### config.mk
export PLATFORM = sky130hd
export DESIGN_NAME = bcd_display_scanner
export DESIGN_NICKNAME = d
export VERILOG_FILES = /design/src/rtl/bcd_display_scanner_pkg.sv /design/src/rtl/bcd_display_scanner_bcd_to_seg7.sv /design/src/rtl/bcd_display_scanner.sv
export SDC_FILE = /design/constraint.sdc
export NUM_CORES = 1
export LEC_CHECK = 0
export ABC_AREA = 1
export CORE_UTILIZATION = 55
export CTS_CLUSTER_DIAMETER = 50
export DETAILED_ROUTE_END_ITERATION = 8
export GPL_TIMING_DRIVEN = 0
export PLACE_DENSITY = 0.79
export REMOVE_ABC_BUFFERS = 1
export SYNTH_ARGS = -nofsm -noshare
export SYNTH_HDL_FRONTEND = slang
export SYNTH_HIERARCHICAL = 1
export SYNTH_SLANG_ARGS = --single-unit
### constraint.sdc
create_clock -name CLK_IN -period 8.21 [get_ports CLK_IN]
set_input_delay 1.642 -clock CLK_IN [delete_from_list [all_inputs] [get_ports CLK_IN]]
set_output_delay 1.642 -clock CLK_IN [all_outputs]
set_load 0.02 [all_outputs]
### src/rtl/bcd_display_scanner_pkg.sv
// Shared constants and helpers for the multiplexed 7-segment display path.
// Segment codes are active-high with bit 0 = a ... bit 6 = g.
package bcd_display_scanner_pkg;

    localparam int DIGIT_W = 4;

    localparam logic [6:0] SEG_0    = 7'h3F;
    localparam logic [6:0] SEG_1    = 7'h06;
    localparam logic [6:0] SEG_2    = 7'h5B;
    localparam logic [6:0] SEG_3    = 7'h4F;
    localparam logic [6:0] SEG_4    = 7'h66;
    localparam logic [6:0] SEG_5    = 7'h6D;
    localparam logic [6:0] SEG_6    = 7'h7D;
    localparam logic [6:0] SEG_7    = 7'h07;
    localparam logic [6:0] SEG_8    = 7'h7F;
    localparam logic [6:0] SEG_9    = 7'h6F;
    localparam logic [6:0] SEG_DASH = 7'h40;
    localparam logic [6:0] SEG_OFF  = 7'h00;

    typedef enum logic {
        PH_BLANK,
        PH_SHOW
    } phase_t;

    // Map an active-high segment pattern onto the board pin polarity.
    function automatic logic [6:0] seg_pol(input logic [6:0] seg, input bit active_low);
        return active_low ? ~seg : seg;
    endfunction

endpackage

### src/rtl/bcd_display_scanner_bcd_to_seg7.sv
// Combinational BCD to active-high 7-segment decoder with a blank override.
// Non-decimal codes show a dash so corrupted counter values are visible.
module bcd_to_seg7
    import bcd_display_scanner_pkg::*;
(
    input  logic [DIGIT_W-1:0] bcd,
    input  logic               blank,
    output logic [6:0]         seg
);

    always_comb begin
        seg = SEG_DASH;
        if (blank) begin
            seg = SEG_OFF;
        end else begin
            case (bcd)
                4'd0:    seg = SEG_0;
                4'd1:    seg = SEG_1;
                4'd2:    seg = SEG_2;
                4'd3:    seg = SEG_3;
                4'd4:    seg = SEG_4;
                4'd5:    seg = SEG_5;
                4'd6:    seg = SEG_6;
                4'd7:    seg = SEG_7;
                4'd8:    seg = SEG_8;
                4'd9:    seg = SEG_9;
                default: seg = SEG_DASH;
            endcase
        end
    end

endmodule

### src/rtl/bcd_display_scanner.sv
// Time-multiplexed 7-segment scanner: per-frame snapshot of packed BCD digits,
// one digit per slot with a blank gap at slot start, leading-zero blanking.
module bcd_display_scanner
    import bcd_display_scanner_pkg::*;
#(
    parameter int N_DIGITS       = 6,
    parameter int PRESCALE       = 50000,
    parameter int GAP            = 16,
    parameter bit SEG_ACTIVE_LOW = 1'b1,
    parameter bit DIG_ACTIVE_LOW = 1'b1
) (
    input  logic                        CLK_IN,
    input  logic                        RST,
    input  logic [DIGIT_W*N_DIGITS-1:0] BCD_IN,
    input  logic [N_DIGITS-1:0]         DP_IN,
    input  logic                        BLANK_LZ,
    output logic [6:0]                  SEG,
    output logic                        DP,
    output logic [N_DIGITS-1:0]         DIG,
    output logic                        FRAME_TICK
);

    localparam int PRE_W = (PRESCALE > 1) ? $clog2(PRESCALE) : 1;
    localparam int IDX_W = $clog2(N_DIGITS);

    localparam logic [PRE_W-1:0]    PRE_LAST = PRE_W'(PRESCALE - 1);
    localparam logic [PRE_W-1:0]    PRE_GAP  = PRE_W'(GAP);
    localparam logic [IDX_W-1:0]    IDX_LAST = IDX_W'(N_DIGITS - 1);
    localparam logic [6:0]          SEG_IDLE = seg_pol(SEG_OFF, SEG_ACTIVE_LOW);
    localparam logic [N_DIGITS-1:0] DIG_IDLE = DIG_ACTIVE_LOW ? '1 : '0;

    logic [PRE_W-1:0]              pre, pre_n;
    logic [IDX_W-1:0]              idx, idx_n;
    logic [DIGIT_W*N_DIGITS-1:0]   snap_bcd, snap_bcd_n;
    logic [N_DIGITS-1:0]           snap_dp, snap_dp_n;
    logic                          snap_lz, snap_lz_n;

    logic [6:0]                    seg_q, seg_n;
    logic                          dp_q, dp_n;
    logic [N_DIGITS-1:0]           dig_q, dig_n;
    logic                          tick_q, tick_n;

    phase_t                        phase_n;
    logic [DIGIT_W-1:0]            cur_digit;
    logic                          cur_dp;
    logic                          lz_blank;
    logic [6:0]                    dec_seg;

    bcd_to_seg7 u_dec (
        .bcd   (cur_digit),
        .blank (lz_blank),
        .seg   (dec_seg)
    );

    // Outputs are computed from next-state values so they move on the same
    // edge as pre/idx and the freshly captured snapshot.
    always_comb begin
        pre_n      = pre + 1'b1;
        idx_n      = idx;
        snap_bcd_n = snap_bcd;
        snap_dp_n  = snap_dp;
        snap_lz_n  = snap_lz;
        tick_n     = 1'b0;
        if (pre == PRE_LAST) begin
            pre_n = '0;
            if (idx == IDX_LAST) begin
                idx_n      = '0;
                snap_bcd_n = BCD_IN;
                snap_dp_n  = DP_IN;
                snap_lz_n  = BLANK_LZ;
                tick_n     = 1'b1;
            end else begin
                idx_n = idx + 1'b1;
            end
        end

        phase_n = (pre_n < PRE_GAP) ? PH_BLANK : PH_SHOW;

        cur_digit = '0;
        cur_dp    = 1'b0;
        lz_blank  = snap_lz_n && (idx_n != '0);
        for (int unsigned j = 0; j < N_DIGITS; j++) begin
            if (IDX_W'(j) == idx_n) begin
                cur_digit = snap_bcd_n[j*DIGIT_W +: DIGIT_W];
                cur_dp    = snap_dp_n[j];
            end
            if ((32'(idx_n) <= j) && (snap_bcd_n[j*DIGIT_W +: DIGIT_W] != '0)) begin
                lz_blank = 1'b0;
            end
        end

        seg_n = SEG_IDLE;
        dp_n  = SEG_ACTIVE_LOW;
        dig_n = DIG_IDLE;
        if (phase_n == PH_SHOW) begin
            seg_n        = seg_pol(dec_seg, SEG_ACTIVE_LOW);
            dp_n         = cur_dp ^ SEG_ACTIVE_LOW;
            dig_n[idx_n] = ~DIG_IDLE[0];
        end
    end

    always_ff @(posedge CLK_IN or posedge RST) begin
        if (RST) begin
            pre      <= PRE_LAST;
            idx      <= IDX_LAST;
            snap_bcd <= '0;
            snap_dp  <= '0;
            snap_lz  <= 1'b0;
            seg_q    <= SEG_IDLE;
            dp_q     <= SEG_ACTIVE_LOW;
            dig_q    <= DIG_IDLE;
            tick_q   <= 1'b0;
        end else begin
            pre      <= pre_n;
            idx      <= idx_n;
            snap_bcd <= snap_bcd_n;
            snap_dp  <= snap_dp_n;
            snap_lz  <= snap_lz_n;
            seg_q    <= seg_n;
            dp_q     <= dp_n;
            dig_q    <= dig_n;
            tick_q   <= tick_n;
        end
    end

    assign SEG        = seg_q;
    assign DP         = dp_q;
    assign DIG        = dig_q;
    assign FRAME_TICK = tick_q;

endmodule

==> results of run 1 <==
critical path: stages (launching register included):
cell     delay [ns]
dfrtp_1        0.41
inv_1          0.29
nand3_1        0.96
inv_1          0.94
nand2_1        0.13
nand2_1        0.09
nand2_1        0.05
nand2_1        0.12
nand3_1        0.10
nand2_1        0.08
nor2_1         0.06
nand4_1        0.22
inv_1          0.14
ha_1           0.31
nand2_1        0.05
inv_1          0.08
nor2_1         0.04
nor2_1         0.10
nand2_1        0.09
registers in the layout, indices dropped and copies added, names as in the netlist:
signal	count
DIG	6
DP	1
FRAME_TICK	1
SEG	7
idx	3
pre	16
snap_bcd	24
snap_dp	6
snap_lz	1
logic make-up (layout without fill, tap and decap cells):
group | Yosys count | in the layout | share of synthesized area [%]
AOI/OAI and AO/OA | 22 | 22 | 3.38
xor gates and xnor gates | 3 | 3 | 0.669
adders and majority gates | 6 | 6 | 1.91
buffers and inverters | 76 | 122 | 8.86
DFF | 65 | 65 | 42.2
and+or+nand+nor | 404 | 404 | 43.0
cell usage after synthesis, drive strengths merged:
library cell	instances	area, µm²
o21ai	11	58.8
nand3	36	185
a21oi	4	20.0
clkbuf	4	15.0
a21boi	1	7.51
a21o	2	15.0
xor2	3	26.3
inv	56	210
nand3b	1	7.51
o21a	1	7.51
a31o	1	8.76
nor3	3	20.0
nand2	270	1030
o21bai	2	15.0
dfstp	25	657
buf	15	119
ha	6	75.1
nor2	74	318
dfrtp	40	1000
clkinv	1	3.75
nand4	20	125
power by group:
part           total (mW)  internal, mW  switching (mW)  leakage, nW
sequential          0.321         0.321               0        0.658
clock               0.308         0.188           0.120        0.111
combinational      0.0228        0.0142         0.00866         1.62
cell type report:
class	count	area [µm²]	share of cell area, %
clock buffer	14	163	3.51
clock inverter	2	60.1	1.30
inverter	57	214	4.62
multi-input combinational	435	1920	41.5
sequential	65	1660	35.8
tap	96	120	2.59
timing repair buffer	49	498	10.7
metal layers:
layer / GRT usage (%) / share of wire, % / vias to the layer above
li1: - / - / 1852
met1: 33.6 / 43 / 1671
met2: 46.6 / 49 / 114
met3: 6.10 / 5.4 / 26
met4: 14.4 / 2.7 / 0
met5: 0 / 0 / -
final timing paths:
path                                           start                   end  cells after the start
worst min register to register  snap_dp[5]$_DFF_PP0_  snap_dp[5]$_DFF_PP0_                      2
min in group asynchronous                        RST     pre[10]$_DFF_PP0_                      2
max in group asynchronous                        RST      SEG[3]$_DFF_PP1_                      3
worst max register to register      idx[1]$_DFF_PP0_      SEG[3]$_DFF_PP1_                     18
worst min-delay path            snap_dp[5]$_DFF_PP0_  snap_dp[5]$_DFF_PP0_                      2
worst max-delay path                idx[1]$_DFF_PP0_      SEG[3]$_DFF_PP1_                     18
==> flow_metrics.tcl, run 1 <==
set metrics [dict create \
    min_path_type "reg -> reg" \
    cap_violations 0 \
    place_area_mm2 0.00440 \
    ant_nets 0 \
    outcome "complete, no violations" \
    p_per_area_mw_per_mm2 141 \
    grt_pass1_vias 3573 \
    yosysWarningCount 6 \
    drv_slew 0 \
    viasPerCell 5.10 \
    syn_avg_cell_area_um2 6.82 \
    tightest_slew_ns 1.25 \
    relSlewSlack_pct 16.7 \
    dp_slack_ns 3.88 \
    end_kind "register" \
    area_growth_pct 18.0 \
    syn-cell-area_mm2 0.00393 \
    nFillCells 604 \
    critPathArrivalTime_ns 4.63 \
    nNetsFinal 656 \
    layout-drive-gt1-share_pct 9.81 \
    power_leakage_nw 2.39 \
    pin_count 48 \
    rsz0062_at_grt "false" \
    ir_worst_vdd_mv 0.0708 \
    clkTransAtPathRegs_ns 0.07 \
    postCtsSetupBuffers 0 \
    required_ns 8.46 \
    grt_overflow 0 \
    clockBufferDepth 2 \
    numCtsBuffers 9 \
    die_h_um 86.5 \
    root_buffer "clkbuf_8" \
    startpoint_type "register" \
    seq_area_frac_synth_pct 42.2 \
    vias 3663 \
    drt-pass1-iter-count 5 \
    rows 30 \
    place.port_buffers 47 \
    fin_util_pct 67.8 \
    avgRoutedWirePerCell_um 13.1 \
    cts_resized 0 \
    final_cell_mix "nand2_1 (265), nor2_1 (66), inv_1 (52), clkdlybuf4s50_1 (47), dfrtp_1 (40)" \
    fin_crit_ns 4.38 \
    setup_ws_ns 3.83 \
    critPathKind "reg -> reg" \
    hold_buffers 0 \
    max_freq_mhz 229 \
    htreeDepth 3 \
    layout_commonest_cell "nand2_1" \
    grt_util_all_layers_pct 27.8 \
    dieArea_mm2 0.00748 \
    gp_congestion 0.890 \
    setup_viol 0 \
    skew_ns 0.00791 \
    dp_cells 701 \
    cts_tree "done" \
    instances_no_fill 718 \
    grt_start_max_net_pins 37 \
    critPathMaxFanout 31 \
    dpl.hpwl_um 6720 \
    finish.instance_area_mm2 0.00463 \
    clock_sinks 65 \
    r2r_slack_ns 3.83 \
    worst_hold_slack_ns 0.493 \
    die_w_um 86.5 \
    ys_ff_latch 65 \
    antenna_found_initial 0 \
    power.total_uw 652 \
    routed_wl_um 9390 \
    core_mm2 0.00683 \
    final-hold-violation-count 0 \
    antenna_cells 0 \
    syn_inst 576 \
    tns_ns 0 \
    grt_pass1_wl_um 16000 \
    drt_iter0_markers 201 \
    synth.distinct_cells 33 \
    clk_latency_ns 0.35 \
    post-route-period-util_pct 53.3 \
    start_util_pct 57.5 \
    drt_drc_violations_left 0 \
]
Power figures use the tool's default switching activity.
==> run 2, diff against run 1 <==
CORE_UTILIZATION = 51   (was 55)
PLACE_DENSITY = 0.77   (was 0.79)
clock period = 3.56 ns   (was 8.21 ns; I/O delays follow)
==> run 2 against run 1 <==
Net effect: fmax rose by 33%; clock power rose by 130%; critical path depth did not move; largest cell class unchanged; global-route usage fell by 2.2 points.
==> flow_metrics.tcl, run 2 (synthesis results as in run 1) <==
set metrics [dict create \
    critPathKind "reg -> reg" \
    drt-pass1-iter-count 5 \
    worst_hold_slack_ns 0.492 \
    critPathMaxFanout 14 \
    r2r_slack_ns 0.27 \
    cpPeakStageDelay_ns 0.58 \
    drv_slew 0 \
    htreeDepth 3 \
    cap_violations 0 \
    final-hold-violation-count 0 \
    antenna_cells 0 \
    end_kind "register" \
    area_growth_pct 19.2 \
    largest_reg_flops 24 \
    clk_latency_ns 0.36 \
    grt_util_all_layers_pct 25.5 \
    p_per_area_mw_per_mm2 320 \
    ir_worst_vdd_mv 0.167 \
    die_h_um 89.7 \
    fin_crit_ns 3.29 \
    gp_congestion 0.849 \
    startpoint_type "register" \
    tightest_slew_ns 0.571 \
    nNetsFinal 657 \
    pin_count 48 \
    final_cell_mix "nand2_1 (264), nor2_1 (65), inv_1 (51), clkdlybuf4s50_1 (47), dfrtp_1 (40)" \
    drt_drc_violations_left 0 \
    rows 31 \
    routed_wl_um 9560 \
    critPathArrivalTime_ns 3.57 \
    post-route-period-util_pct 92.4 \
    core_mm2 0.00733 \
    crit_path_end "SEG[3]$_DFF_PP1_" \
    dpl.hpwl_um 6740 \
    min_path_type "reg -> reg" \
    clock_sinks 65 \
    relSlewSlack_pct 61.9 \
    rsz0062_at_grt "false" \
    regMostFlops "snap_bcd" \
    grt_pass1_wl_um 16400 \
    grt_start_max_net_pins 42 \
    max_freq_mhz 304 \
    critPathMostFrequentCell "nand2_1" \
    die_w_um 89.7 \
    rr_endpoint "SEG[3]$_DFF_PP1_" \
    dieArea_mm2 0.00805 \
    crit_chain "ha_1 > nand3_2 > nor2_1 > nand2_1 > nand2_1 > nand2_4 > nor2_4 > nand2_1 > inv_1 > nand2_1 > nand4_1 > inv_1 > ha_1 > nand2_1 > inv_1 > nor2_1 > nor2_1 > nand2_1" \
    numCtsBuffers 9 \
    place.port_buffers 47 \
    hold_buffers 0 \
    instances_no_fill 722 \
    layout_commonest_cell "nand2_1" \
    setup_viol 0 \
    r2r_cells 18 \
    slowest_stage "dfstp_2" \
    clockBufferDepth 2 \
    cp-startpoint "pre[0]$_DFF_PP1_" \
    viasPerCell 5.13 \
    cts_tree "done" \
    antenna_found_initial 0 \
    grt_pass1_vias 3639 \
    rr_startpoint "pre[0]$_DFF_PP1_" \
    outcome "complete, no violations" \
    place_area_mm2 0.00441 \
    vias 3707 \
    layout-drive-gt1-share_pct 11.1 \
    avgRoutedWirePerCell_um 13.2 \
    dp_cells 704 \
    required_ns 3.84 \
    start_util_pct 53.6 \
    grt_overflow 0 \
    ant_nets 0 \
    finish.instance_area_mm2 0.00468 \
    power_leakage_nw 2.37 \
    clkTransAtPathRegs_ns 0.07 \
    skew_ns 0.00772 \
    root_buffer "clkbuf_8" \
    drt_iter0_markers 253 \
]
[run 2: changes by cell type in the layout (fill, tap and decap cells not counted), moves of 2 or more]
| cell | previous run | this run |
|---|---|---|
| clkinv_4 | 0 | 2 |
| clkbuf_1 | 3 | 0 |
| clkinv_2 | 0 | 2 |
| clkbuf_8 | 11 | 9 |
| clkinvlp_4 | 0 | 2 |
[run 2: critical path: cells and delay by family, from the launching register on]
kind	cells	cell delay (ns)
fa+ha+maj	2	0.52
buf+inv	3	0.38
flops	1	0.58
simple gates	13	1.73
[run 2: power breakdown]
part | switching [mW] | internal (mW) | total (mW)
combinational | 0.0202 | 0.0327 | 0.0529
clock | 0.312 | 0.394 | 0.705
sequential | 0 | 0.739 | 0.739
[run 2: final cells by class]
cell class,instances,area [µm²]
Sequential cell,65,1660
Multi-Input combinational cell,435,1960
Fill cell,639,2650
Timing Repair Buffer,50,505
Clock buffer,9,124
Clock inverter,7,95.1
Tap cell,99,124
Inverter,57,218
[run 2: timing repair]
action	CTS	global route
buffers inserted	1	1
pin swaps	1	1
setup endpoints to repair	7	7
resized for setup	4	4
[run 2: per-layer routing]
metal  routed length [µm]  vias to the layer above  track usage (%)
met2                 4700                       87             43.3
met5                    0                        -                0
met3                  357                       28             3.38
met4                  335                        0             15.6
met1                 4170                     1732             30.9
li1                     -                     1860                -
[run 2: metrics by stage]
stage | setup slack [ns] | util [%] | total power [mW] | TNS, ns
after floorplan | 0.430 | - | 0.763 | 0
after global placement | -0.600 | 59.8 | 0.803 | -3.44
after detailed placement | -0.722 | 60.1 | 0.807 | -4.14
after CTS | 0.0126 | 63.5 | 1.51 | 0
after global routing | 0.00520 | 63.9 | 1.54 | 0
final | 0.269 | 63.9 | 1.50 | 0
[run 2: how the worst min path moves through the flow]
stage          cells after the start  slack [ns]                 start                    to
2_1_floorplan                      2        0.45     snap_lz$_DFF_PP0_     snap_lz$_DFF_PP0_
3_3_place_gp                       2        0.48  snap_dp[5]$_DFF_PP0_  snap_dp[5]$_DFF_PP0_
3_5_place_dp                       2        0.48  snap_dp[5]$_DFF_PP0_  snap_dp[5]$_DFF_PP0_
4_1_cts                            2        0.50  snap_dp[5]$_DFF_PP0_  snap_dp[5]$_DFF_PP0_
5_1_grt                            1        0.52  snap_dp[2]$_DFF_PP0_  snap_dp[2]$_DFF_PP0_
6_report                           2        0.49  snap_dp[5]$_DFF_PP0_  snap_dp[5]$_DFF_PP0_
